## src/rtl/fetch_queue.sv

```systemverilog
`default_nettype none
// ============================================================================
// Module   : fetch_queue
// Purpose  : DEPTH-entry {pc, instr} circular buffer between fetch and decode.
// Revision : 1.0 - initial release
// ============================================================================
module fetch_queue #(
    parameter int DEPTH  = 4,
    parameter int ADDR_W = 10,
    parameter int DATA_W = 32
) (
    input  logic                     clock,
    input  logic                     reset,
    input  logic                     enable,
    input  logic                     in_valid,
    input  logic [ADDR_W-1:0]        in_pc,
    input  logic [DATA_W-1:0]        in_instr,
    output logic                     pc_write,
    input  logic                     flush,
    output logic                     out_valid,
    output logic [ADDR_W-1:0]        out_pc,
    output logic [DATA_W-1:0]        out_instr,
    input  logic                     out_ready,
    output logic [$clog2(DEPTH):0]   count
);

    localparam int PTR_W = $clog2(DEPTH);
    localparam int CNT_W = PTR_W + 1;
    localparam logic [CNT_W-1:0] C_FULL = CNT_W'(DEPTH);
    localparam logic [PTR_W-1:0] C_PTR_ONE = PTR_W'(1);
    localparam logic [CNT_W-1:0] C_CNT_ONE = CNT_W'(1);

    logic [PTR_W-1:0] wr_ptr_q, wr_ptr_d;
    logic [PTR_W-1:0] rd_ptr_q, rd_ptr_d;
    logic [CNT_W-1:0] count_q, count_d;

    logic [ADDR_W-1:0] pc_mem    [DEPTH];
    logic [DATA_W-1:0] instr_mem [DEPTH];

    logic w_not_full;
    logic w_push;
    logic w_pop;

    assign w_not_full = (count_q < C_FULL);
    assign out_valid  = (count_q != '0);
    assign w_push     = enable & in_valid & ~flush & w_not_full;
    assign w_pop      = enable & out_valid & out_ready & ~flush;

    // Depends only on occupancy and flush, never on out_ready, so a pop in
    // a full cycle does not let the PC advance until the following cycle.
    assign pc_write   = enable & (w_not_full | flush);

    assign out_pc     = out_valid ? pc_mem[rd_ptr_q]    : '0;
    assign out_instr  = out_valid ? instr_mem[rd_ptr_q] : '0;
    assign count      = count_q;

    always_comb begin
        wr_ptr_d = wr_ptr_q;
        rd_ptr_d = rd_ptr_q;
        count_d  = count_q;
        if (enable) begin
            if (flush) begin
                wr_ptr_d = '0;
                rd_ptr_d = '0;
                count_d  = '0;
            end else begin
                if (w_push) begin
                    wr_ptr_d = wr_ptr_q + C_PTR_ONE;
                end
                if (w_pop) begin
                    rd_ptr_d = rd_ptr_q + C_PTR_ONE;
                end
                case ({w_push, w_pop})
                    2'b10:   count_d = count_q + C_CNT_ONE;
                    2'b01:   count_d = count_q - C_CNT_ONE;
                    default: count_d = count_q;
                endcase
            end
        end
    end

    always_ff @(posedge clock or posedge reset) begin
        if (reset) begin
            wr_ptr_q <= '0;
            rd_ptr_q <= '0;
            count_q  <= '0;
        end else begin
            wr_ptr_q <= wr_ptr_d;
            rd_ptr_q <= rd_ptr_d;
            count_q  <= count_d;
        end
    end

    // Entry storage carries no reset; out_* are masked while empty.
    always_ff @(posedge clock) begin
        if (w_push) begin
            pc_mem[wr_ptr_q]    <= in_pc;
            instr_mem[wr_ptr_q] <= in_instr;
        end
    end

endmodule
`default_nettype wire

```

## config.mk

```make
export PLATFORM = sky130hd
export DESIGN_NAME = fetch_queue
export DESIGN_NICKNAME = d
export VERILOG_FILES = /design/src/rtl/fetch_queue.sv
export SDC_FILE = /design/constraint.sdc
export NUM_CORES = 1
export LEC_CHECK = 0
export ABC_CLOCK_PERIOD_IN_PS = 4400
export CORE_ASPECT_RATIO = 1.4
export CORE_MARGIN = 3
export CORE_UTILIZATION = 50
export CTS_CLUSTER_SIZE = 20
export DETAILED_ROUTE_END_ITERATION = 7
export HOLD_SLACK_MARGIN = 0.12
export PLACE_DENSITY = 0.74
export SYNTH_ARGS = -nofsm -noshare
export SYNTH_HDL_FRONTEND = slang
export SYNTH_SLANG_ARGS = --single-unit
```

## constraint.sdc

```tcl
create_clock -name clock -period 4.4 [get_ports clock]
set_input_delay 0.44 -clock clock [delete_from_list [all_inputs] [get_ports clock]]
set_output_delay 0.44 -clock clock [all_outputs]
set_load 0.01 [all_outputs]
```

==> impl_metrics.toml, run 1 <==
[route]
wl_per_cell_um = 20.2
viasPerCell = 5.38
wl_um = 12600
ant_nets = 0
drcViolationCount = 0
drt_iter0_drc = 129
drt_first_pass_iters = 4
vias = 3339

[clock_network]
cts_tree = "done"
clk_path_buf_depth = 2
post_cts_buffers = 0
root_buffer = "clkbuf_16"
cts-resized-gates = 0
cts_made_buffers = 17
clkTransAtPathRegs_ns = 0.06
cts_hold_buf = 0
clock-sinks = 175
clk_latency_ns = 0.41
htree_levels = 4

[job]
maxCapViolCount = 0

[setup_path]
path_class = "reg -> out"
crit_chain = "mux4_1 > and2_1 > clkdlybuf4s50_1"
slowest_stage = "dfrtp_4"
path_max_fanout = 46
max_stage_delay_ns = 0.97
required_ns = 3.96
critPathArrivalTime_ns = 2.79
cp-end-kind = "output port"
startpoint_type = "flip-flop"

[grt]
grt_pass1_wl_um = 19800
antenna_found_initial = 0
grt_use_total_pct = 17.4
overflow = 0
first_global_vias = 3634
grt_max_degree = 47

[yosys]
post_synth_num_cell_types = 31
ys_ff_latch = 175
synth-edff-count = 168
avgSynthCellArea_um2 = 21.2
synth-async-reset-ratio_pct = 4.00
ys.flop_type = "edfxtp_1"
netlist_instances = 327
syn-num-nets = 380
synth_seq_area_share_pct = 75.4
ys_warn_count = 0
synth_area_um2 = 6930

[placement]
portBuffers = 94
dp_hpwl_um = 7380
dpl_worst_slack_ns = 1.42
place_area_um2 = 7990
gp_congestion = 0.805
dp.cells = 589

[sta]
setup_tns_ns = 0
setup_viol = 0
fmax_ghz = 0.310
fin_ws_ns = 1.17
post-route-period-util_pct = 73.4
min_period_ns = 3.23
drv_slew = 0
hold_violations = 0
worst_hold_slack_ns = 0.258
worst_pin_slew_ns = 1.11
fin_skew_ns = 0.00522
rsz0062_at_grt = "false"
slew_headroom_pct = 25.7

[run_status]
status = "completed"

[layout]
final_core_util_pct = 63.7
finalNetCount = 479
layout.cells.non_filler = 621
drive_gt1_share_pct = 16.9
diodes = 0
syn2layout_area_growth_pct = 23.7
fillCellCount = 921
final_area_um2 = 8570

[die]
ios = 95
fp.dieW_um = 105
initial_core_util_pct = 51.5
dieArea_um2 = 15300
rows = 50
die_y_um = 145
coreArea_um2 = 13500

[pwr]
power_frac_clock_pct = 34.5
ir_drop_mv = 0.282
switchingPower_uw = 986
p_leak_nw = 2.77
power_frac_seq_pct = 47.2
comb_power_share_pct = 18.3
total_power_mw = 4.23
p_sw_share_pct = 23.3
power.density_nw_per_um2 = 494
intPower_mw = 3.25

[min_path]
hp-class = "in -> async"
cell usage in the layout, fill, tap and decap left out, drive strengths merged, types with 2 or more instances in the layout:
master and instances:
nor2 2, inv 5, a21boi 3, nand2 5, clkdlybuf4s50 94, clkbuf 19
buf 3, and2 42, dfrtp 7, nor2b 4, o22ai 3, ha 4
a31oi 3, a21oi 2, o21ai 5, mux4 42, clkinv 9, and3 4
bufinv 3, nand2b 2, edfxtp 168
cell families (layout without fill, tap and decap cells):
family          Yosys count  count (layout)  synth area share (%)
xor+xnor                  1               1                 0.126
mux                      43              43                  14.1
simple gates             62              62                  5.37
flops                   175             175                  75.4
fa+ha+maj                 5               5                  1.01
compound gates           19              19                  1.81
buf+inv                  22             134                  2.24
cell type report:
cell class,instances,area [µm²],share of cell area (%)
multi-input combinational,130,1560,18.1
clock inverter,13,146,1.71
clock buffer,19,433,5.05
inverter,5,18.8,0.219
timing repair buffer,97,963,11.2
tap,182,228,2.66
sequential,175,5230,61.0
sequential cells by signal, summed over array words and instances (netlist names):
name	flops
pc_mem	40
wr_ptr_q	2
count	3
instr_mem	128
rd_ptr_q	2
worst max-delay path: cells and delay by family (launching register included):
| kind | cells | cell delay (ns) |
|---|---|---|
| multiplexers | 1 | 0.64 |
| flip-flops | 1 | 0.97 |
| AND/OR/NAND/NOR | 1 | 0.20 |
| buffers and inverters | 1 | 0.48 |
final timing paths:
| check | depth (start not counted) | start | endpoint | slack (ns) |
|---|---|---|---|---|
| min in group clock | 2 | wr_ptr_q[0] | wr_ptr_q[0] | 0.58 |
| worst max-delay path | 3 | rd_ptr_q[0] | out_pc[0] | 1.17 |
| worst min-delay path | 2 | reset | count[2] | 0.26 |
| worst min register to register | 2 | wr_ptr_q[0] | wr_ptr_q[0] | 0.58 |
| worst max register to register | 3 | count[2] | pc_mem[0][1] | 2.00 |
| max in group asynchronous | 2 | reset | rd_ptr_q[0] | 3.90 |
power groups by stage:
| stage | registers, mW | logic [mW] | clock network, mW |
|---|---|---|---|
| 3_3_place_gp | 2.04 | 0.780 | 0 |
| 4_1_cts | 2.01 | 0.792 | 1.48 |
| 5_1_grt | 2.02 | 0.836 | 1.56 |
| 6_report | 2.00 | 0.776 | 1.46 |
| 2_1_floorplan | 1.93 | 0.531 | 0 |
| 3_5_place_dp | 2.04 | 0.789 | 0 |
synthesized netlist by cell type (all sizes together), types with 2 or more instances:
| master | instances | share of area, % |
|---|---|---|
| edfxtp | 168 | 73 |
| nor2 | 2 | 0.11 |
| nor2b | 4 | 0.36 |
| ha | 4 | 0.72 |
| and3 | 4 | 0.36 |
| o21ai | 5 | 0.36 |
| clkbuf | 5 | 0.27 |
| dfrtp | 7 | 2.5 |
| mux4 | 42 | 14 |
| and2 | 42 | 3.8 |
| buf | 12 | 1.7 |
| nand2 | 5 | 0.27 |
| inv | 5 | 0.27 |
| a21boi | 3 | 0.33 |
| o22ai | 3 | 0.27 |
| a31oi | 3 | 0.27 |
| a21oi | 2 | 0.14 |
| nand2b | 2 | 0.18 |
routing by layer:
metal,GRT usage (%),wire length (µm)
met4,5.71,179
met2,30.7,6800
met1,20.1,4910
met5,0,0
met3,5.30,678
(Power assumes the default switching activity.)
==> inputs of run 2 (changes only) <==
- ABC_CLOCK_PERIOD_IN_PS: 4400 -> 2700
- CORE_UTILIZATION: 50 -> 49
- PLACE_DENSITY: 0.74 -> 0.75
- clock period: 4.4 -> 2.7 ns (I/O delays scaled with it)
==> impl_metrics.toml, run 2 (same netlist as run 1, synthesis figures left out) <==
[sta]
min_period_ns = 2.56
fin_skew_ns = 0.00782
post-route-period-util_pct = 94.7
drv_slew = 0
worst_pin_slew_ns = 0.424
hold_violations = 0
fmax_ghz = 0.391
worst_hold_slack_ns = 0.486
rsz0062_at_grt = "false"
slew_headroom_pct = 71.7
setup_viol = 0
setup_tns_ns = 0

[route]
viasPerCell = 5.30
ant_nets = 0
drt_iter0_drc = 161
vias = 3391
drcViolationCount = 0
drt_first_pass_iters = 4
wl_um = 13000
wl_per_cell_um = 20.3

[clock_network]
root_buffer = "clkbuf_16"
clock-sinks = 175
cts_tree = "done"
htree_levels = 4
clk_latency_ns = 0.42
clk_path_buf_depth = 2
clkTransAtPathRegs_ns = 0.07
cts_made_buffers = 17

[min_path]
hold_start = "in_instr[7]"
hp-class = "in -> reg"

[die]
dieArea_um2 = 15600
rows = 50
fp.dieW_um = 106
die_y_um = 147
initial_core_util_pct = 51.0
coreArea_um2 = 13600
ios = 95

[layout]
fillCellCount = 949
final_cell_mix = "edfxtp_1 (168), clkdlybuf4s50_1 (94), and2_1 (42)"
final_core_util_pct = 64.9
final_common_cell = "edfxtp_1"
drive_gt1_share_pct = 21.0
max_flop_register = "instr_mem"
layout.cells.non_filler = 640
finalNetCount = 498
diodes = 0
multi_input_area_um2 = 1560
largest_register_ffs = 128
syn2layout_area_growth_pct = 27.1
regArea_um2 = 5230

[placement]
gp_congestion = 0.700
portBuffers = 94
dp_hpwl_um = 8220
dp.cells = 604

[setup_path]
path_class = "reg -> out"
worstReg2RegStart = "count[0]"
path_max_fanout = 19
critPathLaunch = "rd_ptr_q[0]"
cp-end-kind = "output port"
required_ns = 2.43
critPathArrivalTime_ns = 2.29
startpoint_type = "flip-flop"

[grt]
antenna_found_initial = 0
grt_max_degree = 44
first_global_vias = 3805
overflow = 0
grt_use_total_pct = 17.6
grt_pass1_wl_um = 20600

[pwr]
p_sw_share_pct = 24.1
power_frac_clock_pct = 35.0
p_leak_nw = 2.89
comb_power_share_pct = 21.1
intPower_mw = 5.38
ir_drop_mv = 0.568
power_frac_seq_pct = 43.8
total_power_mw = 7.08
power.density_nw_per_um2 = 804
switchingPower_mw = 1.70

[job]
maxCapViolCount = 0

[run_status]
status = "completed"
[run 2: changes by cell type in the layout (fill, tap and decap cells not counted), sizes merged]
| cell | delta |
|---|---|
| dlygate4sd3 | +1 |
| clkinv | -6 |
| buf | +18 |
| clkinvlp | +2 |
| clkbuf | -2 |
| inv | +6 |
[run 2: layout make-up]
| cell class | count | area share, % |
|---|---|---|
| clock buffer | 17 | 4.83 |
| inverter | 5 | 0.213 |
| clock inverter | 15 | 2.06 |
| sequential | 175 | 59.3 |
| timing repair buffer | 116 | 13.3 |
| tap | 182 | 2.59 |
| multi-input combinational | 130 | 17.7 |
[run 2: through the flow]
stage / setup slack (ns) / instance area, µm²
finish: 0.144 / 8800
global route: 0.0476 / 8800
global placement: 0.409 / 8170
detailed placement: 0.350 / 8170
floorplan: 0.467 / 6930
CTS: 0.106 / 8800
[run 2: layer usage]
layer  wire length, µm  global-route usage (%)  vias up
met5                 0                       0        -
met4               116                    5.31        0
met3               465                    4.42        8
met2              7190                    31.7       74
met1              5200                    20.8     1747
li1                  -                       -     1562
[run 2: critical path: stages (launching register included)]
cell	delay (ns)
dfrtp_4	0.47
buf_12	0.22
mux4_2	0.52
and2_1	0.17
clkdlybuf4s50_1	0.48
[run 2: power by group through the flow]
| stage | combinational [mW] | sequential, mW | clock [mW] |
|---|---|---|---|
| global placement | 1.47 | 3.17 | 0 |
| floorplan | 0.865 | 3.15 | 0 |
| CTS | 1.53 | 3.10 | 2.53 |
| finish | 1.50 | 3.10 | 2.48 |
| detailed placement | 1.49 | 3.18 | 0 |
| global route | 1.61 | 3.11 | 2.65 |
[run 2: final timing paths]
path	endpoint	slack (ns)	depth (start not counted)
min reg2reg	wr_ptr_q[0]	0.56	2
max reg2reg	count[2]	0.58	7
min in group asynchronous	rd_ptr_q[0]	0.64	3
min	instr_mem[0][7]	0.49	1
max	out_instr[5]	0.14	4
max in group asynchronous	rd_ptr_q[0]	1.79	3
[run 2: timing repair]
action	4_1_cts	5_1_grt
endpoints found under the hold margin	7	0
gates resized for setup	0	0
hold buffers	1	0
endpoints found under the setup margin	29	0
setup buffers	3	0
